==> config.mk <==
export PLATFORM = sky130hd
export DESIGN_NAME = mem_wb_skid_stage
export DESIGN_NICKNAME = d
export VERILOG_FILES = /design/src/rtl/riscv_pipe_pkg.sv /design/src/rtl/pipe_skid_buffer.sv /design/src/rtl/mem_wb_skid_stage.sv
export SDC_FILE = /design/constraint.sdc
export NUM_CORES = 1
export LEC_CHECK = 0
export BUFFER_PORTS_ARGS = -buffer_cell sky130_fd_sc_hd__clkbuf_2
export CORE_MARGIN = 10
export CORE_UTILIZATION = 51
export DETAILED_ROUTE_END_ITERATION = 8
export PLACE_DENSITY_LB_ADDON = 0.08
export REMOVE_ABC_BUFFERS = 1
export SLEW_MARGIN = 20
export SYNTH_ARGS = -nofsm -noshare
export SYNTH_HDL_FRONTEND = slang
export SYNTH_SLANG_ARGS = --single-unit
==> constraint.sdc <==
create_clock -name clk -period 23.4 [get_ports clk]
set_input_delay 4.68 -clock clk [delete_from_list [all_inputs] [get_ports clk]]
set_output_delay 4.68 -clock clk [all_outputs]
set_load 0.03 [all_outputs]
==> src/rtl/riscv_pipe_pkg.sv <==
// Shared pipeline-boundary definitions for the RISC-V core.
// Provides the default datapath widths and the MEM/WB payload layout.
package riscv_pipe_pkg;

   localparam int unsigned XLEN_DEFAULT = 64;
   localparam int unsigned REGW_DEFAULT = 5;

   typedef struct packed {
      logic                      reg_write;
      logic                      mem_to_reg;
      logic [XLEN_DEFAULT-1:0]   read_data;
      logic [XLEN_DEFAULT-1:0]   alu_result;
      logic [REGW_DEFAULT-1:0]   rd;
   } mem_wb_payload_t;

   localparam int unsigned MEM_WB_PAYLOAD_W = $bits(mem_wb_payload_t);

endpackage

==> src/rtl/pipe_skid_buffer.sv <==
// Generic 2-entry valid/ready skid buffer used at every pipeline boundary.
// Outputs come straight from the head flops; in_ready depends on state only.
module pipe_skid_buffer #(
   parameter int unsigned W = 8
) (
   input  logic         clk,
   input  logic         reset,
   input  logic         flush,
   input  logic         in_valid,
   output logic         in_ready,
   input  logic [W-1:0] in_data,
   output logic         out_valid,
   input  logic         out_ready,
   output logic [W-1:0] out_data
);

   logic [W-1:0] head_q;
   logic [W-1:0] head_d;
   logic [W-1:0] skid_q;
   logic [W-1:0] skid_d;
   logic         head_valid_q;
   logic         head_valid_d;
   logic         skid_valid_q;
   logic         skid_valid_d;
   logic         accept_s;
   logic         pop_s;

   assign in_ready  = !skid_valid_q;
   assign out_valid = head_valid_q;
   assign out_data  = head_q;
   assign accept_s  = in_valid & !skid_valid_q;
   assign pop_s     = head_valid_q & out_ready;

   // Next-state selection; flush squashes the update even if an input is accepted.
   always_comb begin
      head_d       = head_q;
      skid_d       = skid_q;
      head_valid_d = head_valid_q;
      skid_valid_d = skid_valid_q;
      if (flush) begin
         head_valid_d = 1'b0;
         skid_valid_d = 1'b0;
      end else if (!head_valid_q || (pop_s && !skid_valid_q)) begin
         if (accept_s) begin
            head_d       = in_data;
            head_valid_d = 1'b1;
         end else begin
            head_valid_d = 1'b0;
         end
      end else if (pop_s && skid_valid_q) begin
         head_d       = skid_q;
         skid_valid_d = 1'b0;
      end else if (accept_s) begin
         skid_d       = in_data;
         skid_valid_d = 1'b1;
      end else begin
         head_valid_d = head_valid_q;
      end
   end

   // State registers; reset clears payloads as well so outputs read 0.
   always_ff @(posedge clk or posedge reset) begin
      if (reset) begin
         head_q       <= {W{1'b0}};
         skid_q       <= {W{1'b0}};
         head_valid_q <= 1'b0;
         skid_valid_q <= 1'b0;
      end else begin
         head_q       <= head_d;
         skid_q       <= skid_d;
         head_valid_q <= head_valid_d;
         skid_valid_q <= skid_valid_d;
      end
   end

endmodule

==> src/rtl/mem_wb_skid_stage.sv <==
// MEM/WB boundary: handshaked skid buffer plus final write-back data/enable,
// so the WB stage is only wiring into the register file.
module mem_wb_skid_stage
   import riscv_pipe_pkg::*;
#(
   parameter int unsigned XLEN              = XLEN_DEFAULT,
   parameter int unsigned REGW              = REGW_DEFAULT,
   parameter bit          ZERO_REG_SUPPRESS = 1'b1
) (
   input  logic            clk,
   input  logic            reset,
   input  logic            in_valid,
   output logic            in_ready,
   input  logic            flush,
   input  logic            RegWrite,
   input  logic            MemtoReg,
   input  logic [XLEN-1:0] ReadData,
   input  logic [XLEN-1:0] ALU_result,
   input  logic [REGW-1:0] rd,
   output logic            out_valid,
   input  logic            out_ready,
   output logic            RegWrite_store,
   output logic            MemtoReg_store,
   output logic [XLEN-1:0] ReadData_store,
   output logic [XLEN-1:0] ALU_result_store,
   output logic [REGW-1:0] rd_store,
   output logic [XLEN-1:0] wb_data,
   output logic            wb_en
);

   // Same field order as mem_wb_payload_t, widened to this instance's parameters.
   typedef struct packed {
      logic              reg_write;
      logic              mem_to_reg;
      logic [XLEN-1:0]   read_data;
      logic [XLEN-1:0]   alu_result;
      logic [REGW-1:0]   rd;
   } payload_t;

   localparam int unsigned PW = $bits(payload_t);

   payload_t in_payload_s;
   payload_t head_payload_s;
   logic     zero_dest_s;

   assign in_payload_s.reg_write  = RegWrite;
   assign in_payload_s.mem_to_reg = MemtoReg;
   assign in_payload_s.read_data  = ReadData;
   assign in_payload_s.alu_result = ALU_result;
   assign in_payload_s.rd         = rd;

   pipe_skid_buffer #(
      .W (PW)
   ) u_skid (
      .clk       (clk),
      .reset     (reset),
      .flush     (flush),
      .in_valid  (in_valid),
      .in_ready  (in_ready),
      .in_data   (in_payload_s),
      .out_valid (out_valid),
      .out_ready (out_ready),
      .out_data  (head_payload_s)
   );

   assign RegWrite_store   = out_valid & head_payload_s.reg_write;
   assign MemtoReg_store   = head_payload_s.mem_to_reg;
   assign ReadData_store   = head_payload_s.read_data;
   assign ALU_result_store = head_payload_s.alu_result;
   assign rd_store         = head_payload_s.rd;

   assign wb_data     = MemtoReg_store ? ReadData_store : ALU_result_store;
   assign zero_dest_s = ZERO_REG_SUPPRESS && (rd_store == {REGW{1'b0}});
   // Commit happens on the handshake itself, so it may fire in a flush cycle.
   assign wb_en       = out_valid & out_ready & RegWrite_store & !zero_dest_s;

endmodule

==> results_tabular.tex, run 1 <==
\begin{tabular}{lr}
\hline
Metric & Value \\
\hline
\multicolumn{2}{l}{\textbf{Synth}} \\
\quad Yosys cell types & 19 \\
\quad Portion of netlist area occupied by mux cells & 0.277 \\
\quad Post-synthesis area per instance & approximately 12 um\^{}2 \\
\quad Largest family of logic cells by synthesized area & multiplexers \\
\quad Total number of yosys warnings & 0 \\
\quad Xor and xnor area share after synthesis & 0 \\
\quad Sequential element share of the synthesized area & 0.524 \\
\quad Synth Area in Compound Gates & 0.0561 \\
\quad Number of instances in the synthesized netlist & between 1000 and 1500 \\
\quad Synthesized-area fraction occupied by adder cells & 0 \\
\quad Synthesized flop and latch total & 272 \\
\quad Simple-gate share of the synthesized area & 0.0422 \\
\quad Total standard cell area after synthesis & 13000 um\^{}2 \\
\multicolumn{2}{l}{\textbf{Setup path}} \\
\quad Chain of cells forming the critical path & clkbuf\_2 > o211a\_1 > clkbuf\_2 \\
\quad Master of the slowest instance on the critical path & sky130\_fd\_sc\_hd\_\_clkbuf\_2 \\
\quad Required time of the critical path & 18720 ps \\
\quad Path depth of the worst reg2reg path & 4 \\
\quad Setup CP Type & in2out \\
\quad Launch point of the worst reg-to-reg path & u\_skid.skid\_valid\_q\$\_DFFE\_PP0P\_ \\
\quad Critical Path End Type & primary output \\
\quad Startpoint kind of the worst setup timing path & input port \\
\quad Worst reg2reg path endpoint & u\_skid.skid\_q[62]\$\_DFFE\_PP0P\_ \\
\quad CP bufs+invs & 2 \\
\quad Crit-path most repeated cell & sky130\_fd\_sc\_hd\_\_clkbuf\_2 \\
\quad Critical Path Max Stage Delay & 190 ps \\
\quad Largest fanout on the critical path & 5 \\
\quad Largest delay contributor family on the critical path & buffers and inverters \\
\quad Worst reg2reg setup slack & 20390 ps \\
\quad Worst endpoint data arrival time & roughly 5100 ps \\
\multicolumn{2}{l}{\textbf{CTS}} \\
\quad Worst-path clk slew & 50 ps \\
\quad Total setup buffers inserted after CTS & 0 \\
\quad Insertion delay to the later sink of the worst-skew pair & about 540 ps \\
\quad Post-cts sizing count & 0 \\
\quad Sinks on the clock net & 272 \\
\quad CTS H-Tree Depth & 1 \\
\quad TritonCTS clock tree & yes \\
\quad Count of hold buffers inserted by post-cts repair & 0 \\
\quad Number of CTS-inserted buffers & 30 \\
\quad Cell at the root of the clock tree & sky130\_fd\_sc\_hd\_\_clkbuf\_16 \\
\quad Clk buf depth & 3 \\
\multicolumn{2}{l}{\textbf{Floorplanning}} \\
\quad \# rows & 58 \\
\quad Floorplan die area & around 32000 um\^{}2 \\
\quad Starting Density & 0.517 \\
\quad Die H & 180 um \\
\quad Area of the placeable core & 25100 um\^{}2 \\
\quad Die width & 180 um \\
\quad I/O pin count & 342 \\
\multicolumn{2}{l}{\textbf{Detailed routing}} \\
\quad Number of iterations in the first detailed-routing pass & 4 \\
\quad Post-detailed-route via-to-cell ratio & 5.11 \\
\quad Via count & 8312 \\
\quad DRC viols & 0 \\
\quad Initial drt markers & 546 \\
\quad Count of nets left with antenna violations after detail routing & 0 \\
\quad Post-DR wirelength/cell & 18.2 um \\
\quad Total wire length after detailed routing & 29.6 mm \\
\multicolumn{2}{l}{\textbf{Run status}} \\
\quad Status & finished clean \\
\multicolumn{2}{l}{\textbf{Layout}} \\
\quad Total Nets Final & between 1000 and 1500 \\
\quad Number of cells in the finished layout apart from fillers & 1627 \\
\quad Post-route cell area & 14900 um\^{}2 \\
\quad Area added between synthesis and finish & 14.9\% \\
\quad Number of fillers in the final layout & 2208 \\
\quad Commonest cells after routing, fill and taps aside & sky130\_fd\_sc\_hd\_\_clkbuf\_2 (341), sky130\_fd\_sc\_hd\_\_dfrtp\_1 (271), sky130\_fd\_sc\_hd\_\_mux2\_2 (199) \\
\quad Layout cells sized above 1 & 0.460 \\
\quad Most common cell after layout, fill and taps aside & sky130\_fd\_sc\_hd\_\_clkbuf\_2 \\
\quad Layout Utilization & 0.594 \\
\multicolumn{2}{l}{\textbf{Global route}} \\
\quad Global-route usage over all layers & 0.177 \\
\quad Pin count of the biggest net entering global routing & 255 \\
\quad Global-route wire length before repair & 47.6 mm \\
\quad Number of global-route vias before repair & 8515 \\
\quad Initial antenna violation count & 8 \\
\quad Leftover overflow at the end of global routing & 0 \\
\multicolumn{2}{l}{\textbf{Timing}} \\
\quad Fmax & 102 MHz \\
\quad Worst Tran Pin Value & between 1000 and 1500 ps \\
\quad Setup repair after global routing missed its margin & no \\
\quad Final-layout setup total negative slack & 0 ps \\
\quad Final Hold Viols & 0 \\
\quad Time the final worst path needs with I/O delays and setup & 9820 ps \\
\quad Final slew viol count & 0 \\
\quad Tcrit/Tclk final & 0.420 \\
\quad Number of endpoints failing setup at the final stage & 0 \\
\quad Max transition margin & 0.184 \\
\quad Clock skew after layout & 5.66 ps \\
\multicolumn{2}{l}{\textbf{Placement}} \\
\quad Cell Area, Placed & between 10000 and 15000 um\^{}2 \\
\quad Total instance count after detailed placement & around 1600 \\
\quad Last weighted congestion value of the routability-driven placer & 0.754 \\
\quad Detail Placement HPWL & between 15 and 20 mm \\
\quad Count of buffers from port buffering & 341 \\
\multicolumn{2}{l}{\textbf{Worst hold path}} \\
\quad Classification of the worst-slack hold path & reg2reg \\
\quad Endpoint with the worst hold slack & u\_skid.skid\_q[26]\$\_DFFE\_PP0P\_ \\
\quad Hold\_sp & u\_skid.skid\_q[26]\$\_DFFE\_PP0P\_ \\
\quad Number of cells on the worst hold path & 1 \\
\multicolumn{2}{l}{\textbf{Power}} \\
\quad Cell area power density & 112 nW/um\^{}2 \\
\quad Maximum vdd ir drop & slightly below 0.00008 V \\
\quad Leakage power summed over all cells & 7.65 nW \\
\quad Tot Pwr & 0.00166 W \\
\multicolumn{2}{l}{\textbf{Job}} \\
\quad Max\_cap viols & 0 \\
\hline
\end{tabular}
[worst max-delay path by stage]
stage | startpoint | end | slack (ps) | cells after the start
2_1_floorplan | out_ready | u_skid.out_data[0]$_DFFE_PP0P_ | 3900 | 4
3_3_place_gp | out_ready | wb_en | 13580 | 3
3_5_place_dp | out_ready | wb_en | 13570 | 3
4_1_cts | out_ready | wb_en | 13570 | 3
5_1_grt | out_ready | wb_en | 13540 | 3
6_report | out_ready | wb_en | 13580 | 3
[cells by family after synthesis]
group | after synthesis
mux | 334
flops | 272
buf+inv | 201
simple gates | 143
compound gates | 141
[power by group]
part	leakage [nW]	internal (W)	total [W]	switching, W
combinational	3.99	0.000195	0.000516	0.000321
sequential	3.18	0.000590	0.000679	0.0000887
clock	0.488	0.000286	0.000469	0.000183
[state kept, by name, summed over array words and instances (netlist names)]
name / count
u_skid.skid_q: 135
u_skid.skid_valid_q: 1
u_skid.out_valid: 1
u_skid.out_data: 135
[layout make-up]
| cell class | count | area, um^2 | share of cell area |
|---|---|---|---|
| antenna | 5 | 12.5 | 0.000839 |
| clock buffer | 47 | 906 | 0.0607 |
| clock inverter | 7 | 91.3 | 0.00612 |
| inverter | 3 | 18.8 | 0.00126 |
| multi-input combinational | 618 | 4890 | 0.328 |
| sequential | 272 | 6810 | 0.457 |
| tap | 330 | 413 | 0.0277 |
| timing repair buffer | 345 | 1770 | 0.119 |
[per-stage QoR]
stage | setup slack [ps] | hold slack (ps)
detailed placement | 13570 | 491
global placement | 13580 | 486
finish | 13580 | 501
CTS | 13570 | 505
floorplan | 3900 | 479
global route | 13540 | 512
[cell usage after synthesis]
master                       n  share of area
sky130_fd_sc_hd__nand3_1     1        0.00039
sky130_fd_sc_hd__a211oi_4    1         0.0015
sky130_fd_sc_hd__o21ai_0     1        0.00039
sky130_fd_sc_hd__buf_4     134          0.077
sky130_fd_sc_hd__mux2_2    199           0.17
sky130_fd_sc_hd__buf_2      41          0.016
sky130_fd_sc_hd__and2_1      1        0.00048
sky130_fd_sc_hd__nor3_1      1        0.00039
sky130_fd_sc_hd__o211a_1     1        0.00077
sky130_fd_sc_hd__mux2i_1   135           0.10
sky130_fd_sc_hd__a21oi_1   137          0.053
sky130_fd_sc_hd__clkbuf_1   23         0.0066
sky130_fd_sc_hd__inv_1       3        0.00087
sky130_fd_sc_hd__a211oi_1    1        0.00058
sky130_fd_sc_hd__or4_1       1        0.00058
sky130_fd_sc_hd__nand2_1     2        0.00058
sky130_fd_sc_hd__nor2_1    136          0.039
sky130_fd_sc_hd__or2_1       1        0.00048
sky130_fd_sc_hd__dfrtp_1   272           0.52
[layer usage]
metal  vias to the layer above  track usage  wire (um)
met5                         -            0         22
met4                         4       0.0430        488
met3                        40       0.0647       2530
met2                       252        0.271      13200
met1                      3999        0.235      13300
li1                       4017            -          -
(Power assumes the default switching activity.)
==> run 2: changes to the inputs <==
Clock period 23.4 ns to 9.2 ns, I/O delays scaled along.
==> run 2 against run 1 <==
  * Die area is the same
  * Clock skew up 4.2 ps
  * Design area is 0.19% lower
  * Sequential share of layout area increased by 0.088 points
  * Largest cell class unchanged
  * Sequential power grew to 2.5 times the previous value
==> results_tabular.tex, run 2 (same netlist as run 1, synthesis figures left out) <==
\begin{tabular}{lr}
\hline
Metric & Value \\
\hline
\multicolumn{2}{l}{\textbf{CTS}} \\
\quad Clk buf depth & 3 (unchanged) \\
\quad TritonCTS clock tree & yes \\
\quad Total setup buffers inserted after CTS & 0 (unchanged) \\
\quad Post-cts sizing count & 0 (unchanged) \\
\quad Worst-path clk slew & 60 ps (about the same) \\
\quad Sinks on the clock net & 272 (unchanged) \\
\quad CTS H-Tree Depth & 1 (unchanged) \\
\quad Cell at the root of the clock tree & sky130\_fd\_sc\_hd\_\_clkbuf\_16 \\
\quad Number of CTS-inserted buffers & 29 (-3.3\%) \\
\quad Insertion delay to the later sink of the worst-skew pair & 520 ps (-20 ps) \\
\quad Count of hold buffers inserted by post-cts repair & 0 (unchanged) \\
\multicolumn{2}{l}{\textbf{Setup path}} \\
\quad CP bufs+invs & 2 (unchanged) \\
\quad Worst reg2reg setup slack & 6300 ps (-14090 ps) \\
\quad Largest fanout on the critical path & 5 (unchanged) \\
\quad Setup CP Type & in2out \\
\quad Startpoint kind of the worst setup timing path & input port \\
\quad Path depth of the worst reg2reg path & 4 (unchanged) \\
\quad Critical Path End Type & primary output \\
\quad Worst endpoint data arrival time & 2300 ps (-2840 ps) \\
\quad Endpoint of the worst setup timing path & wb\_en \\
\quad Total stage count of the critical path & 3 (unchanged) \\
\quad First element of the critical path & out\_ready \\
\quad Critical Path Max Stage Delay & 200 ps (about the same) \\
\quad Launch point of the worst reg-to-reg path & u\_skid.skid\_valid\_q\$\_DFFE\_PP0P\_ \\
\quad Chain of cells forming the critical path & clkbuf\_2 > o211a\_1 > clkbuf\_2 \\
\quad Worst reg2reg path endpoint & u\_skid.skid\_q[98]\$\_DFFE\_PP0P\_ \\
\quad Master of the slowest instance on the critical path & sky130\_fd\_sc\_hd\_\_clkbuf\_2 \\
\quad Crit-path most repeated cell & sky130\_fd\_sc\_hd\_\_clkbuf\_2 \\
\quad Largest delay contributor family on the critical path & buffers and inverters \\
\quad Required time of the critical path & 7360 ps (-11360 ps) \\
\multicolumn{2}{l}{\textbf{Timing}} \\
\quad Final slew viol count & 0 (unchanged) \\
\quad Fmax & 242 MHz \\
\quad Time the final worst path needs with I/O delays and setup & 4140 ps \\
\quad Clock skew after layout & 9.91 ps (+4.25 ps) \\
\quad Max transition margin & 0.299 (+0.116) \\
\quad Number of endpoints failing setup at the final stage & 0 (unchanged) \\
\quad Worst Tran Pin Value & 1050 ps (-173 ps) \\
\quad Final worst-path setup slack & 5060 ps (-8510 ps) \\
\quad Setup repair after global routing missed its margin & no \\
\quad Final hold slack & 502 ps (+0.825 ps) \\
\quad Tcrit/Tclk final & 0.450 \\
\quad Final Hold Viols & 0 (unchanged) \\
\multicolumn{2}{l}{\textbf{Detailed routing}} \\
\quad Post-DR wirelength/cell & 18.4 um (+0.90\%) \\
\quad Initial drt markers & 473 (-13\%) \\
\quad Post-detailed-route via-to-cell ratio & 5.13 (+0.41\%) \\
\quad DRC viols & 0 (unchanged) \\
\quad Total wire length after detailed routing & 29.8 mm (+0.53\%) \\
\quad Via count & 8315 (+0.036\%) \\
\quad Number of iterations in the first detailed-routing pass & 4 (unchanged) \\
\quad Count of nets left with antenna violations after detail routing & 0 (unchanged) \\
\multicolumn{2}{l}{\textbf{Floorplanning}} \\
\quad Die H & 180 um (unchanged) \\
\quad Die width & 180 um (unchanged) \\
\quad I/O pin count & 342 (unchanged) \\
\quad Floorplan die area & 32200 um\^{}2 (unchanged) \\
\quad Starting Density & 0.517 (unchanged) \\
\quad Area of the placeable core & 25100 um\^{}2 (unchanged) \\
\quad \# rows & 58 (unchanged) \\
\multicolumn{2}{l}{\textbf{Placement}} \\
\quad Last weighted congestion value of the routability-driven placer & 0.751 (-0.45\%) \\
\quad Total instance count after detailed placement & 1568 (unchanged) \\
\quad Count of buffers from port buffering & 341 (unchanged) \\
\quad Placement-stage worst setup slack & 4750 ps (-8820 ps) \\
\quad Cell Area, Placed & 13900 um\^{}2 (unchanged) \\
\quad Detail Placement HPWL & 19.7 mm (+1.1\%) \\
\multicolumn{2}{l}{\textbf{Global route}} \\
\quad Pin count of the biggest net entering global routing & 271 (+6.3\%) \\
\quad Initial antenna violation count & 4 (-4) \\
\quad Global-route usage over all layers & 0.177 (-0.000243) \\
\quad Leftover overflow at the end of global routing & 0 (unchanged) \\
\quad Global-route wire length before repair & 47.6 mm (about the same) \\
\quad Number of global-route vias before repair & 8691 (+2.1\%) \\
\multicolumn{2}{l}{\textbf{Layout}} \\
\quad Layout Utilization & 0.593 (-0.00115) \\
\quad Commonest cells after routing, fill and taps aside & sky130\_fd\_sc\_hd\_\_clkbuf\_2 (341), sky130\_fd\_sc\_hd\_\_dfrtp\_1 (271), sky130\_fd\_sc\_hd\_\_mux2\_2 (199) \\
\quad Total Nets Final & 1410 (unchanged) \\
\quad Post-route cell area & 14900 um\^{}2 (-0.19\%) \\
\quad Layout cells sized above 1 & 0.461 (+0.00101) \\
\quad Number of cells in the finished layout apart from fillers & 1621 (-0.37\%) \\
\quad Area added between synthesis and finish & 14.7\% \\
\quad Most common cell after layout, fill and taps aside & sky130\_fd\_sc\_hd\_\_clkbuf\_2 \\
\multicolumn{2}{l}{\textbf{Power}} \\
\quad Leakage power summed over all cells & 7.65 nW (-0.10\%) \\
\quad Cell area power density & 282 nW/um\^{}2 (+150\%) \\
\quad Maximum vdd ir drop & 0.000147 V (+92\%) \\
\multicolumn{2}{l}{\textbf{Job}} \\
\quad Max\_cap viols & 0 (unchanged) \\
\multicolumn{2}{l}{\textbf{Run status}} \\
\quad Status & finished clean \\
\multicolumn{2}{l}{\textbf{Worst hold path}} \\
\quad Classification of the worst-slack hold path & reg2reg \\
\hline
\end{tabular}
run 2: metal layers:
| layer | track usage | up-vias | wire, um |
|---|---|---|---|
| met4 | 0.0377 | 0 | 453 |
| li1 | - | 4011 | - |
| met3 | 0.0643 | 30 | 2620 |
| met5 | 0 | - | 0 |
| met1 | 0.226 | 4014 | 13100 |
| met2 | 0.283 | 260 | 13600 |
run 2: worst register-to-register path: stages (launching register included):
cell	delay [ps]
sky130_fd_sc_hd__dfrtp_1	460
sky130_fd_sc_hd__nor3_1	360
sky130_fd_sc_hd__nand3_4	730
sky130_fd_sc_hd__buf_4	790
sky130_fd_sc_hd__mux2_2	450
run 2: report_power, final:
| group | internal [W] | leakage (nW) | switching (W) | total (W) |
|---|---|---|---|---|
| combinational | 0.000496 | 4.00 | 0.000817 | 0.00131 |
| sequential | 0.00150 | 3.18 | 0.000228 | 0.00173 |
| clock | 0.000699 | 0.468 | 0.000454 | 0.00115 |
| total | 0.00270 | 7.65 | 0.00150 | 0.00419 |
run 2: area by class of cell:
class / instances / area (um^2)
flip-flops and latches: 272 / 6810
fillers: 2158 / 10200
well taps: 330 / 413
multi-input cells: 618 / 4890
inverters: 3 / 18.8
clock buffers: 43 / 868
repair buffers: 346 / 1800
clock inverters: 5 / 75.1
diodes: 4 / 10.0
run 2: stage by stage:
stage | total power, W | TNS, ps
6_report | 0.00419 | 0
5_1_grt | 0.00443 | 0
4_1_cts | 0.00425 | 0
3_5_place_dp | 0.00308 | 0
3_3_place_gp | 0.00305 | 0
2_1_floorplan | 0.00272 | -1051390
run 2: how the worst min path moves through the flow:
stage	slack (ps)	depth (start not counted)	end	from
3_5_place_dp	490	1	u_skid.skid_q[44]$_DFFE_PP0P_	u_skid.skid_q[44]$_DFFE_PP0P_
3_3_place_gp	490	1	u_skid.skid_q[106]$_DFFE_PP0P_	u_skid.skid_q[106]$_DFFE_PP0P_
2_1_floorplan	480	1	u_skid.skid_q[0]$_DFFE_PP0P_	u_skid.skid_q[0]$_DFFE_PP0P_
6_report	500	1	u_skid.skid_q[6]$_DFFE_PP0P_	u_skid.skid_q[6]$_DFFE_PP0P_
5_1_grt	510	1	u_skid.skid_q[14]$_DFFE_PP0P_	u_skid.skid_q[14]$_DFFE_PP0P_
4_1_cts	500	1	u_skid.skid_q[44]$_DFFE_PP0P_	u_skid.skid_q[44]$_DFFE_PP0P_
==> run 3: changes to the inputs <==
Settings changed: ABC_AREA set to 1, CORE_UTILIZATION 51 to 49.
Clock period 9.2 ns to 3.5 ns, I/O delays scaled along.
==> run 3 against run 2 <==
  * Combinational power grew to 2.5 times the previous value
  * Sequential power increased to 2.6 times the previous value
  * First-iteration DRC count is 91% higher
==> results_tabular.tex, run 3 <==
\begin{tabular}{lr}
\hline
Metric & Value \\
\hline
\multicolumn{2}{l}{\textbf{Timing}} \\
\quad Setup repair after global routing missed its margin & no \\
\quad Max transition margin & 0.387 (+0.0878) \\
\quad Number of endpoints failing setup at the final stage & 0 (unchanged) \\
\quad Fmax & $\sim$340 MHz \\
\quad Final Hold Viols & 0 (unchanged) \\
\quad Clock skew after layout & 10.8 ps (+0.915 ps) \\
\quad Tcrit/Tclk final & 0.831 \\
\quad Final worst-path setup slack & 593 ps (-4470 ps) \\
\quad Time the final worst path needs with I/O delays and setup & 2910 ps \\
\quad Worst Tran Pin Value & 920 ps (-132 ps) \\
\quad Final slew viol count & 0 (unchanged) \\
\quad Final hold slack & 350 ps (-152 ps) \\
\multicolumn{2}{l}{\textbf{Detailed routing}} \\
\quad Count of nets left with antenna violations after detail routing & 0 (unchanged) \\
\quad Post-detailed-route via-to-cell ratio & 5.05 (-1.6\%) \\
\quad Post-DR wirelength/cell & 17.0 um (-7.5\%) \\
\quad Via count & 11989 (+44\%) \\
\quad Number of iterations in the first detailed-routing pass & 5 (+1) \\
\quad Total wire length after detailed routing & 40.3 mm (+35\%) \\
\quad Initial drt markers & 905 (+91\%) \\
\quad DRC viols & 0 (unchanged) \\
\multicolumn{2}{l}{\textbf{Placement}} \\
\quad Detail Placement HPWL & 24.8 mm (+26\%) \\
\quad Last weighted congestion value of the routability-driven placer & 0.810 (+7.9\%) \\
\quad Count of buffers from port buffering & 341 (unchanged) \\
\quad Placement-stage worst setup slack & 1100 ps (-3650 ps) \\
\multicolumn{2}{l}{\textbf{Synth}} \\
\quad Total standard cell area after synthesis & 14400 um\^{}2 (+11\%) \\
\quad Cell accounting for the most synthesized area & sky130\_fd\_sc\_hd\_\_dfrtp\_1 \\
\quad Total number of yosys warnings & 0 (unchanged) \\
\quad Most numerous cell types in the synthesized netlist & sky130\_fd\_sc\_hd\_\_nand2\_1 (680), sky130\_fd\_sc\_hd\_\_dfrtp\_1 (272), sky130\_fd\_sc\_hd\_\_nand3\_1 (272), sky130\_fd\_sc\_hd\_\_inv\_1 (140), sky130\_fd\_sc\_hd\_\_buf\_4 (135) \\
\quad Primary FF master, synth & sky130\_fd\_sc\_hd\_\_dfrtp\_1 \\
\quad Fraction of synthesized cell area taken by the top area cell type & 0.473 (-0.0516) \\
\quad Sequential element share of the synthesized area & 0.473 (-0.0516) \\
\quad Post-synthesis area per instance & 7.87 um\^{}2 (-34\%) \\
\quad Yosys cell types & 20 (+1) \\
\quad Cell types occupying the most area after synthesis & sky130\_fd\_sc\_hd\_\_dfrtp\_1 (47\%), sky130\_fd\_sc\_hd\_\_nand2\_1 (18\%), sky130\_fd\_sc\_hd\_\_nand3\_1 (9.5\%) \\
\quad Number of instances in the synthesized netlist & 1831 (+68\%) \\
\quad Async set-reset flop share out of synthesis & 1.00 (unchanged) \\
\quad Synthesized flop and latch total & 272 (unchanged) \\
\quad Most common cell in the netlist & sky130\_fd\_sc\_hd\_\_nand2\_1 \\
\quad Number of enable flip-flop cells after synthesis & 0 (unchanged) \\
\multicolumn{2}{l}{\textbf{Power}} \\
\quad Net switching power of the design & 0.00409 W (+170\%) \\
\quad Combinational share of power & 0.305 (-0.008) \\
\quad Flop pwr share & 0.408 (-0.004) \\
\quad Tot Pwr & 0.0110 W (+160\%) \\
\quad Leakage power summed over all cells & 9.41 nW (+23\%) \\
\quad Maximum vdd ir drop & 0.000352 V (+140\%) \\
\quad Cell area power density & 675 nW/um\^{}2 (+140\%) \\
\quad Switching share of power & 0.374 (+0.0164) \\
\quad Power share of the clock group & 0.287 (+0.012) \\
\quad Cell-internal power & 0.00686 W (+150\%) \\
\multicolumn{2}{l}{\textbf{Floorplanning}} \\
\quad I/O pin count & 342 (unchanged) \\
\quad Starting Density & 0.499 (-0.0180) \\
\quad Floorplan die area & 36600 um\^{}2 (+14\%) \\
\quad Die width & 191 um (+6.6\%) \\
\quad Die H & 191 um (+6.6\%) \\
\quad \# rows & 62 (+6.9\%) \\
\quad Area of the placeable core & 28900 um\^{}2 (+15\%) \\
\multicolumn{2}{l}{\textbf{CTS}} \\
\quad Number of CTS-inserted buffers & 30 (+3.4\%) \\
\quad TritonCTS clock tree & yes \\
\quad Post-cts sizing count & 0 (unchanged) \\
\quad Cell at the root of the clock tree & sky130\_fd\_sc\_hd\_\_clkbuf\_16 \\
\quad Sinks on the clock net & 272 (unchanged) \\
\quad CTS H-Tree Depth & 1 (unchanged) \\
\quad Worst-path clk slew & 60 ps (about the same) \\
\quad Insertion delay to the later sink of the worst-skew pair & 540 ps (+20 ps) \\
\quad Count of hold buffers inserted by post-cts repair & 0 (unchanged) \\
\quad Total setup buffers inserted after CTS & 0 (unchanged) \\
\quad Clk buf depth & 3 (unchanged) \\
\multicolumn{2}{l}{\textbf{Setup path}} \\
\quad Chain of cells forming the critical path & mux2\_2 > clkbuf\_2 \\
\quad Master of the slowest instance on the critical path & sky130\_fd\_sc\_hd\_\_dfrtp\_4 \\
\quad Required time of the critical path & 2800 ps (-4560 ps) \\
\quad Critical Path End Type & primary output \\
\quad Critical Path Max Stage Delay & 1020 ps (+820 ps) \\
\quad Largest fanout on the critical path & 66 (+61) \\
\quad Setup CP Type & reg2out \\
\quad Worst endpoint data arrival time & 2210 ps (-90 ps) \\
\quad Path depth of the worst reg2reg path & 7 (+3) \\
\quad Startpoint kind of the worst setup timing path & register \\
\multicolumn{2}{l}{\textbf{Run status}} \\
\quad Status & finished clean \\
\multicolumn{2}{l}{\textbf{Global route}} \\
\quad Leftover overflow at the end of global routing & 0 (unchanged) \\
\quad Global-route usage over all layers & 0.215 (+0.0378) \\
\quad Initial antenna violation count & 6 (+2) \\
\quad Global-route wire length before repair & 64.5 mm (+36\%) \\
\quad Pin count of the biggest net entering global routing & 137 (-49\%) \\
\quad Number of global-route vias before repair & 11842 (+36\%) \\
\multicolumn{2}{l}{\textbf{Job}} \\
\quad Max\_cap viols & 0 (unchanged) \\
\multicolumn{2}{l}{\textbf{Layout}} \\
\quad Commonest cells after routing, fill and taps aside & sky130\_fd\_sc\_hd\_\_nand2\_1 (679), sky130\_fd\_sc\_hd\_\_clkbuf\_2 (341), sky130\_fd\_sc\_hd\_\_nand3\_1 (272) \\
\quad Most common cell after layout, fill and taps aside & sky130\_fd\_sc\_hd\_\_nand2\_1 \\
\quad Area added between synthesis and finish & 12.8\% \\
\quad Total Nets Final & 2106 (+49\%) \\
\quad Layout cells sized above 1 & 0.242 (-0.219) \\
\quad Number of fillers in the final layout & 2773 (+28\%) \\
\multicolumn{2}{l}{\textbf{Worst hold path}} \\
\quad Classification of the worst-slack hold path & in2async \\
\hline
\end{tabular}
## run 3: power groups by stage
stage                     Clock (W)  Combinational (W)  Sequential [W]
after floorplan                   0            0.00171         0.00502
after global placement            0            0.00335         0.00449
after detailed placement          0            0.00339         0.00451
after CTS                   0.00321            0.00340         0.00447
after global routing        0.00336            0.00368         0.00457
final                       0.00314            0.00334         0.00447
## run 3: per-stage QoR
step | util | TNS (ps) | std cells | area [um^2]
2_1_floorplan | - | -2009420 | 1574 | 12700
3_3_place_gp | 0.528 | 0 | 2318 | 15200
3_5_place_dp | 0.528 | 0 | 2318 | 15200
4_1_cts | 0.562 | 0 | 2371 | 16200
5_1_grt | 0.563 | 0 | 2373 | 16200
6_report | 0.563 | 0 | 2375 | 16200
## run 3: final timing paths
check | startpoint | slack (ps) | to
max | u_skid.out_data[133]$_DFFE_PP0P_ | 590 | wb_data[24]
min | reset | 350 | u_skid.out_data[73]$_DFFE_PP0P_
max reg2reg | u_skid.skid_valid_q$_DFFE_PP0P_ | 1460 | u_skid.out_data[69]$_DFFE_PP0P_
min reg2reg | u_skid.skid_q[125]$_DFFE_PP0P_ | 480 | u_skid.skid_q[125]$_DFFE_PP0P_
max in group asynchronous | reset | 2330 | u_skid.skid_q[128]$_DFFE_PP0P_
min in group clk | ALU_result[36] | 380 | u_skid.skid_q[41]$_DFFE_PP0P_
## run 3: cell type report
| type | instances | area [um^2] | area share |
|---|---|---|---|
| diodes | 4 | 10.0 | 0.000616 |
| clock buffers | 50 | 947 | 0.0583 |
| clock inverters | 3 | 40.0 | 0.00247 |
| inverters | 142 | 541 | 0.0333 |
| multi-input cells | 1160 | 5410 | 0.333 |
| flip-flops and latches | 272 | 6810 | 0.420 |
| well taps | 384 | 480 | 0.0296 |
| repair buffers | 360 | 2000 | 0.123 |
## run 3: worst max-delay path: cells and delay by family (launching register included)
kind,cells,cell delay (ps)
flip-flops,1,1020
multiplexers,1,410
buffers and inverters,1,190
## run 3: cells by family after synthesis
logic type             count (synthesis)  share of synthesized area
and+or+nand+nor                      960                      0.277
buffers and inverters                399                      0.153
DFF                                  272                      0.473
AOI/OAI and AO/OA                    136                     0.0474
muxes                                 64                     0.0500
## run 3: layer usage
| layer | wire length [um] | vias up | part of all wire | global-route usage |
|---|---|---|---|---|
| met3 | 3070 | 39 | 0.076 | 0.0483 |
| met4 | 528 | 4 | 0.013 | 0.0388 |
| met1 | 17800 | 5677 | 0.44 | 0.286 |
| li1 | - | 5921 | - | - |
| met5 | 34 | - | 0.00084 | 0 |
| met2 | 18900 | 348 | 0.47 | 0.353 |
